### src/rtl/fp_multiplier.sv
// -----------------------------------------------------------------------------
// fp_multiplier
//   IEEE-754 binary floating-point multiplier with round-to-nearest-even.
//   Exponent and mantissa field widths are parameters (8/23 for binary32,
//   11/52 for binary64). Operands and result move over stb/ack handshakes.
//   Handles zero, infinity and NaN. A NaN result is always the canonical
//   quiet NaN.
//
//   Build option FP_MUL_DENORM_EN:
//     defined   - subnormal operands are normalised and subnormal results
//                 are produced with correct rounding.
//     undefined - flush-to-zero: subnormal operands count as signed zero and
//                 any result below the normal range is packed as signed zero.
//
// Ports
//   clk, rst                 clock; synchronous active-high reset
//   input_a/_stb/_ack        operand A (packed) and its handshake
//   input_b/_stb/_ack        operand B (packed) and its handshake
//   output_z/_stb/_ack       product (packed) and its handshake
// -----------------------------------------------------------------------------
module fp_multiplier #(
  parameter int EXP_W = 8,
  parameter int MAN_W = 23
) (
  input  logic                 clk,
  input  logic                 rst,
  input  logic [EXP_W+MAN_W:0] input_a,
  input  logic                 input_a_stb,
  output logic                 input_a_ack,
  input  logic [EXP_W+MAN_W:0] input_b,
  input  logic                 input_b_stb,
  output logic                 input_b_ack,
  output logic [EXP_W+MAN_W:0] output_z,
  output logic                 output_z_stb,
  input  logic                 output_z_ack
);

  localparam int W    = 1 + EXP_W + MAN_W;
  localparam int N    = MAN_W + 1;
  localparam int PW   = 2 * N;
  localparam int EW2  = EXP_W + 2;
  localparam int BIAS = (1 << (EXP_W - 1)) - 1;
  localparam logic signed [EW2-1:0] E_BIAS = EW2'(BIAS);
  localparam logic signed [EW2-1:0] E_MIN  = EW2'(1 - BIAS);
  localparam logic signed [EW2-1:0] E_ONE  = EW2'(1);
  localparam logic signed [EW2-1:0] E_ZERO = EW2'(0);
  localparam logic [W-1:0] QNAN = {1'b0, {EXP_W{1'b1}}, 1'b1, {(MAN_W-1){1'b0}}};

  typedef enum logic [3:0] {
    GET_A, GET_B, UNPACK, SPECIAL, NORM_A, NORM_B,
    MULTIPLY, NORM_1, NORM_2, ROUND, PACK, PUT_Z
  } state_t;

  state_t r_state, w_state_nxt;

  logic [W-1:0]          r_a, r_b, r_z;
  logic                  r_a_s, r_b_s, r_z_s;
  logic signed [EW2-1:0] r_a_e, r_b_e, r_z_e;
  logic [N-1:0]          r_a_m, r_b_m, r_z_m;
  logic                  r_g, r_r, r_s;

  function automatic logic f_round_up(input logic g, input logic r, input logic s,
                                      input logic lsb);
    return g & (r | s | lsb);
  endfunction

  // The exponent field is formed modulo 2^EXP_W; it is only used when the
  // exponent is inside the normal range, where that is exact.
  function automatic logic [W-1:0] f_pack(input logic s, input logic signed [EW2-1:0] e,
                                          input logic [N-1:0] m, input logic flush);
    logic [EXP_W-1:0] field;
    field = e[EXP_W-1:0] + EXP_W'(BIAS);
    if (flush)
      return {s, {(W-1){1'b0}}};
    else if (e > E_BIAS)
      return {s, {EXP_W{1'b1}}, {MAN_W{1'b0}}};
    else if (!m[MAN_W])
      return {s, {EXP_W{1'b0}}, m[MAN_W-1:0]};
    else
      return {s, field, m[MAN_W-1:0]};
  endfunction

  // Operand classification straight from the packed fields.
  logic [EXP_W-1:0] w_a_exp, w_b_exp;
  logic [MAN_W-1:0] w_a_frac, w_b_frac;
  logic w_a_nan, w_b_nan, w_a_inf, w_b_inf, w_a_zero, w_b_zero;
  logic w_sp_nan, w_sp_inf, w_special, w_sign;
  logic [W-1:0] w_special_z;

  assign w_a_exp  = r_a[MAN_W +: EXP_W];
  assign w_b_exp  = r_b[MAN_W +: EXP_W];
  assign w_a_frac = r_a[MAN_W-1:0];
  assign w_b_frac = r_b[MAN_W-1:0];
  assign w_a_nan  = (&w_a_exp) && (w_a_frac != '0);
  assign w_b_nan  = (&w_b_exp) && (w_b_frac != '0);
  assign w_a_inf  = (&w_a_exp) && (w_a_frac == '0);
  assign w_b_inf  = (&w_b_exp) && (w_b_frac == '0);
`ifdef FP_MUL_DENORM_EN
  assign w_a_zero = (w_a_exp == '0) && (w_a_frac == '0);
  assign w_b_zero = (w_b_exp == '0) && (w_b_frac == '0);
`else
  assign w_a_zero = (w_a_exp == '0);
  assign w_b_zero = (w_b_exp == '0);
`endif
  assign w_sign      = r_a[W-1] ^ r_b[W-1];
  assign w_sp_nan    = w_a_nan | w_b_nan | (w_a_inf & w_b_zero) | (w_b_inf & w_a_zero);
  assign w_sp_inf    = w_a_inf | w_b_inf;
  assign w_special   = w_sp_nan | w_sp_inf | w_a_zero | w_b_zero;
  assign w_special_z = w_sp_nan ? QNAN :
                       w_sp_inf ? {w_sign, {EXP_W{1'b1}}, {MAN_W{1'b0}}} :
                                  {w_sign, {(W-1){1'b0}}};

  // Full product. Both significands are normalised, so the product is in
  // [1,4); a product below 2 is pre-shifted so the mantissa leaves MULTIPLY
  // already normalised and NORM_1 normally needs no shift.
  logic [PW-1:0] w_prod, w_prod_n;
  logic [N:0]    w_m_inc;
  logic          w_flush;

  assign w_prod   = {{N{1'b0}}, r_a_m} * {{N{1'b0}}, r_b_m};
  assign w_prod_n = w_prod[PW-1] ? w_prod : {w_prod[PW-2:0], 1'b0};
  assign w_m_inc  = {1'b0, r_z_m} + {{N{1'b0}}, 1'b1};

`ifdef FP_MUL_DENORM_EN
  assign w_flush = 1'b0;
`else
  logic r_ftz;
  assign w_flush = r_ftz;
`endif

  always_ff @(posedge clk) begin
    if (rst) r_state <= GET_A;
    else     r_state <= w_state_nxt;
  end

  always_comb begin
    w_state_nxt  = r_state;
    input_a_ack  = 1'b0;
    input_b_ack  = 1'b0;
    output_z_stb = 1'b0;
    case (r_state)
      GET_A: begin
        input_a_ack = 1'b1;
        if (input_a_stb) w_state_nxt = GET_B;
      end
      GET_B: begin
        input_b_ack = 1'b1;
        if (input_b_stb) w_state_nxt = UNPACK;
      end
      UNPACK:   w_state_nxt = SPECIAL;
      SPECIAL:  w_state_nxt = w_special ? PUT_Z : NORM_A;
      NORM_A:   if (r_a_m[MAN_W]) w_state_nxt = NORM_B;
      NORM_B:   if (r_b_m[MAN_W]) w_state_nxt = MULTIPLY;
      MULTIPLY: w_state_nxt = NORM_1;
      NORM_1:   if (r_z_m[MAN_W]) w_state_nxt = NORM_2;
`ifdef FP_MUL_DENORM_EN
      NORM_2:   if (!(r_z_e < E_MIN)) w_state_nxt = ROUND;
`else
      NORM_2:   w_state_nxt = ROUND;
`endif
      ROUND:    w_state_nxt = PACK;
      PACK:     w_state_nxt = PUT_Z;
      PUT_Z: begin
        output_z_stb = 1'b1;
        if (output_z_ack) w_state_nxt = GET_A;
      end
      default:  w_state_nxt = GET_A;
    endcase
  end

  always_ff @(posedge clk) begin
    case (r_state)
      GET_A: if (input_a_stb) r_a <= input_a;
      GET_B: if (input_b_stb) r_b <= input_b;
      // ---- unpack: unbias exponents, restore hidden bits
      UNPACK: begin
        r_a_s <= r_a[W-1];
        r_b_s <= r_b[W-1];
        r_a_m <= {|w_a_exp, w_a_frac};
        r_b_m <= {|w_b_exp, w_b_frac};
        r_a_e <= (w_a_exp == '0) ? E_MIN : $signed({2'b00, w_a_exp}) - E_BIAS;
        r_b_e <= (w_b_exp == '0) ? E_MIN : $signed({2'b00, w_b_exp}) - E_BIAS;
      end
      // ---- operand normalisation, one bit per cycle
      NORM_A: if (!r_a_m[MAN_W]) begin
        r_a_m <= {r_a_m[MAN_W-1:0], 1'b0};
        r_a_e <= r_a_e - E_ONE;
      end
      NORM_B: if (!r_b_m[MAN_W]) begin
        r_b_m <= {r_b_m[MAN_W-1:0], 1'b0};
        r_b_e <= r_b_e - E_ONE;
      end
      // ---- multiply and split into mantissa / guard / round / sticky
      MULTIPLY: begin
        r_z_s <= r_a_s ^ r_b_s;
        r_z_e <= r_a_e + r_b_e + (w_prod[PW-1] ? E_ONE : E_ZERO);
        r_z_m <= w_prod_n[PW-1 -: N];
        r_g   <= w_prod_n[MAN_W];
        r_r   <= w_prod_n[MAN_W-1];
        r_s   <= |w_prod_n[MAN_W-2:0];
      end
      // ---- result normalisation
      NORM_1: if (!r_z_m[MAN_W]) begin
        r_z_m <= {r_z_m[MAN_W-1:0], r_g};
        r_g   <= r_r;
        r_r   <= 1'b0;
        r_z_e <= r_z_e - E_ONE;
      end
`ifdef FP_MUL_DENORM_EN
      NORM_2: if (r_z_e < E_MIN) begin
        r_z_m <= {1'b0, r_z_m[MAN_W:1]};
        r_g   <= r_z_m[0];
        r_r   <= r_g;
        r_s   <= r_s | r_r;
        r_z_e <= r_z_e + E_ONE;
      end
`else
      NORM_2: r_ftz <= (r_z_e < E_MIN);
`endif
      // ---- round to nearest even; an all-ones mantissa carries into the exponent
      ROUND: if (f_round_up(r_g, r_r, r_s, r_z_m[0])) begin
        r_z_m <= w_m_inc[N] ? w_m_inc[N:1] : w_m_inc[N-1:0];
        if (w_m_inc[N]) r_z_e <= r_z_e + E_ONE;
      end
      default: ;
    endcase
  end

  // ---- result register
  always_ff @(posedge clk) begin
    if (rst)
      r_z <= '0;
    else if (r_state == SPECIAL && w_special)
      r_z <= w_special_z;
    else if (r_state == PACK)
      r_z <= f_pack(r_z_s, r_z_e, r_z_m, w_flush);
  end

  assign output_z = r_z;

endmodule
### config.mk
export PLATFORM = sky130hd
export DESIGN_NAME = fp_multiplier
export DESIGN_NICKNAME = d
export VERILOG_FILES = /design/src/rtl/fp_multiplier.sv
export SDC_FILE = /design/constraint.sdc
export NUM_CORES = 2
export LEC_CHECK = 0
export ABC_AREA = 0
export BUFFER_PORTS_ARGS = -buffer_cell sky130_fd_sc_hd__buf_2
export CAP_MARGIN = 10
export CORE_MARGIN = 1.5
export CORE_UTILIZATION = 42
export CTS_CLUSTER_DIAMETER = 120
export DETAILED_ROUTE_END_ITERATION = 7
export SYNTH_ARGS = -nofsm -noshare
export SYNTH_HDL_FRONTEND = slang
export SYNTH_SLANG_ARGS = --single-unit
### constraint.sdc
create_clock -name clk -period 16.1 [get_ports clk]
set_input_delay 3.22 -clock clk [delete_from_list [all_inputs] [get_ports clk]]
set_output_delay 3.22 -clock clk [all_outputs]
set_load 0.02 [all_outputs]
==> results.cfg <==
[logic_synthesis]
synth_top_family_by_area = adder cells
synthXorXnorAreaFrac_pct = 2.91
synth_cell_types = 81
synth_area_leaders = fa_1 (33%), edfxtp_1 (18%), ha_1 (8.4%), inv_1 (7.1%), nand2_1 (5.8%)
ys_warn_count = 0
synth_compound_area_share_pct = 8.02
synth_fa_ha_area_share_pct = 41.1
seq_area_frac_synth_pct = 20.0
synth_cells = 3179
netlist.area_leader.share_pct = 32.8
syn_nets = 3931
synthMuxAreaShare_pct = 0.578
synth_edf_count = 173
synthFlopType = edfxtp_1
syn_area_per_cell_um2 = 9.33
async_reset_ff_share_pct = 0
yosysTopAreaCell = fa_1
synth_area_mm2 = 0.0296
synth_seq_cells = 209
synth_simple_gate_area_share_pct = 18.2

[timing]
whs_ns = 0.493
setup-tns-final_ns = 0
tightest_slew_ns = 1.29
finalCritPeriodShare_pct = 62.3
rsz0062_at_grt = false
fin_skew_ns = 0.0503
period_needed_ns = 10.02
slew_headroom_pct = 13.9
finalHoldViolations = 0
finalSetupViolations = 0
fmax_mhz = 99.8
drv_slew = 0

[die]
std_cell_rows = 97
core_mm2 = 0.0699
dieHeight_um = 269
die_width_um = 269
io_pins = 104
die-area_mm2 = 0.0722
initial_utilization_pct = 42.4

[cts]
cts.repair.resized = 0
clk_pin_slew_ns = 0.06
clkSinkCount = 209
cts_buffers = 22
clock_latency_ns = 0.56
hold_buffers = 0
htreeDepth = 1
root_buffer = clkbuf_16
cts_tree = built
post_cts_buffers = 0
clock_path_buffers = 3

[worst_setup_path]
start_kind = register
cpMostUsedCell = fa_1
critPathKind = reg -> reg
arrival_ns = 10.30
critical-path-max-stage-delay_ns = 1.21
slowest_stage = edfxtp_1
cp_max_fo = 25
crit_path_end_kind = register
required_ns = 16.37

[grt]
grt_pass1_vias = 23400
antenna_found_initial = 0
grt_usage_pct = 23.5
grt_overflow = 0
grt_max_degree = 70
grt_pass1_wl_mm = 131

[min_path]
min_path_type = reg -> reg

[drt]
wire_per_inst_um = 19.6
ant_nets = 0
firstDrtPassIters = 5
vias = 22000
routed_wl_mm = 81.1
first_iter_violations = 1518
via_per_inst = 5.30
drc = 0

[finish]
final_util_pct = 45.4
area_delta_synth_final_pct = 7.15
drive_gt1_share_pct = 6.52
fillers = 6796
fin_nets = 3944

[place]
gp_congestion = 0.912
hpwlAfterDp_mm = 61.8
port_buffers = 103

[run]
max_cap_viol_count = 0

[status]
status = finished clean
## cell usage after synthesis, types with 4 or more instances
cell,n
a2111o_1,4
a211oi_1,10
a21o_1,23
a21oi_1,83
a21oi_2,4
a221oi_1,5
a22oi_1,24
a31oi_1,7
a32oi_1,5
and2_1,267
and3_1,18
and4_1,9
buf_2,9
buf_4,5
clkbuf_1,140
dfxtp_1,36
edfxtp_1,173
fa_1,485
ha_1,198
inv_1,562
mux2i_1,16
nand2_1,457
nand2b_1,57
nand3_1,30
nand3b_1,6
nand4_1,21
nor2_1,101
nor2b_1,10
nor3_1,33
nor3b_1,5
nor4_1,21
o211ai_1,10
o21a_1,6
o21ai_0,116
o21ai_1,18
o21bai_1,10
o221ai_1,9
o22ai_1,9
o31ai_1,5
or2_2,4
or3_1,7
or4_1,4
xnor2_1,52
xor2_1,44
## worst max-delay path, delay by kind of cell, from the launching register on
family | cells | cell delay, ns
adders and majority gates | 9 | 4.31
DFF | 1 | 1.21
AOI/OAI and AO/OA | 12 | 2.58
buffers and inverters | 7 | 0.76
and+or+nand+nor | 4 | 0.87
## per-layer routing
metal,global-route usage [%],share of wire (%)
met1,30.3,41
met2,41.0,49
met3,2.38,5.8
met4,8.78,4.0
met5,0,0
## cells by family after synthesis
logic type               Yosys count
AND/OR/NAND/NOR                 1076
AO/OA/AOI/OAI                    377
multiplexers                      17
buffers and inverters            720
adder cells (fa/ha/maj)          683
flip-flops                       209
XOR/XNOR                          97
## sequential cells by signal, indices dropped and copies added, names as in the netlist
signal / flops
output_z: 32
r_a: 32
r_b: 32
r_a_m: 24
r_b_m: 24
r_z_m: 24
r_a_e: 10
r_b_e: 10
r_z_e: 10
r_state: 4
r_a_s: 1
r_b_s: 1
r_ftz: 1
r_g: 1
r_r: 1
r_s: 1
r_z_s: 1
## stage by stage
step / cells / setup WS [ns] / area [um^2]
2_1_floorplan: 3179 / 7.68 / 29600
3_3_place_gp: 4108 / 6.47 / 31100
3_5_place_dp: 4108 / 6.22 / 31100
4_1_cts: 4146 / 6.19 / 31800
5_1_grt: 4146 / 5.43 / 31800
6_report: 4148 / 6.08 / 31800
## final cells by class
type	instances	area, um^2	share of cell area, %
Multi-Input combinational cell	2250	21000	66.2
Sequential cell	209	5920	18.6
Inverter	563	2110	6.65
Tap cell	940	1180	3.70
Timing Repair Buffer	146	838	2.64
Clock buffer	31	594	1.87
Clock inverter	7	96.3	0.303
Antenna cell	2	5.00	0.0158
## path summary, 6_finish.rpt
kind	startpoint	end	slack (ns)	depth (start not counted)
hold / removal	output_z[26]	output_z[26]	0.49	2
hold reg to reg	output_z[26]	output_z[26]	0.49	2
setup / recovery	r_a_m[19]	r_z_e[9]	6.08	32
setup reg to reg	r_a_m[19]	r_z_e[9]	6.08	32
## cells in the final DEF, fill, tap and decap left out, types with 52 or more instances in the layout
cell,count
a21oi_1,83
and2_1,267
buf_2,103
edfxtp_1,173
fa_1,485
ha_1,198
inv_1,562
nand2_1,455
nand2b_1,57
nor2_1,101
o21ai_0,114
xnor2_1,52
Power is left out: the tool's default activity adds up to more than one toggle a clock period on the data nets, which glitch-free logic cannot reach.
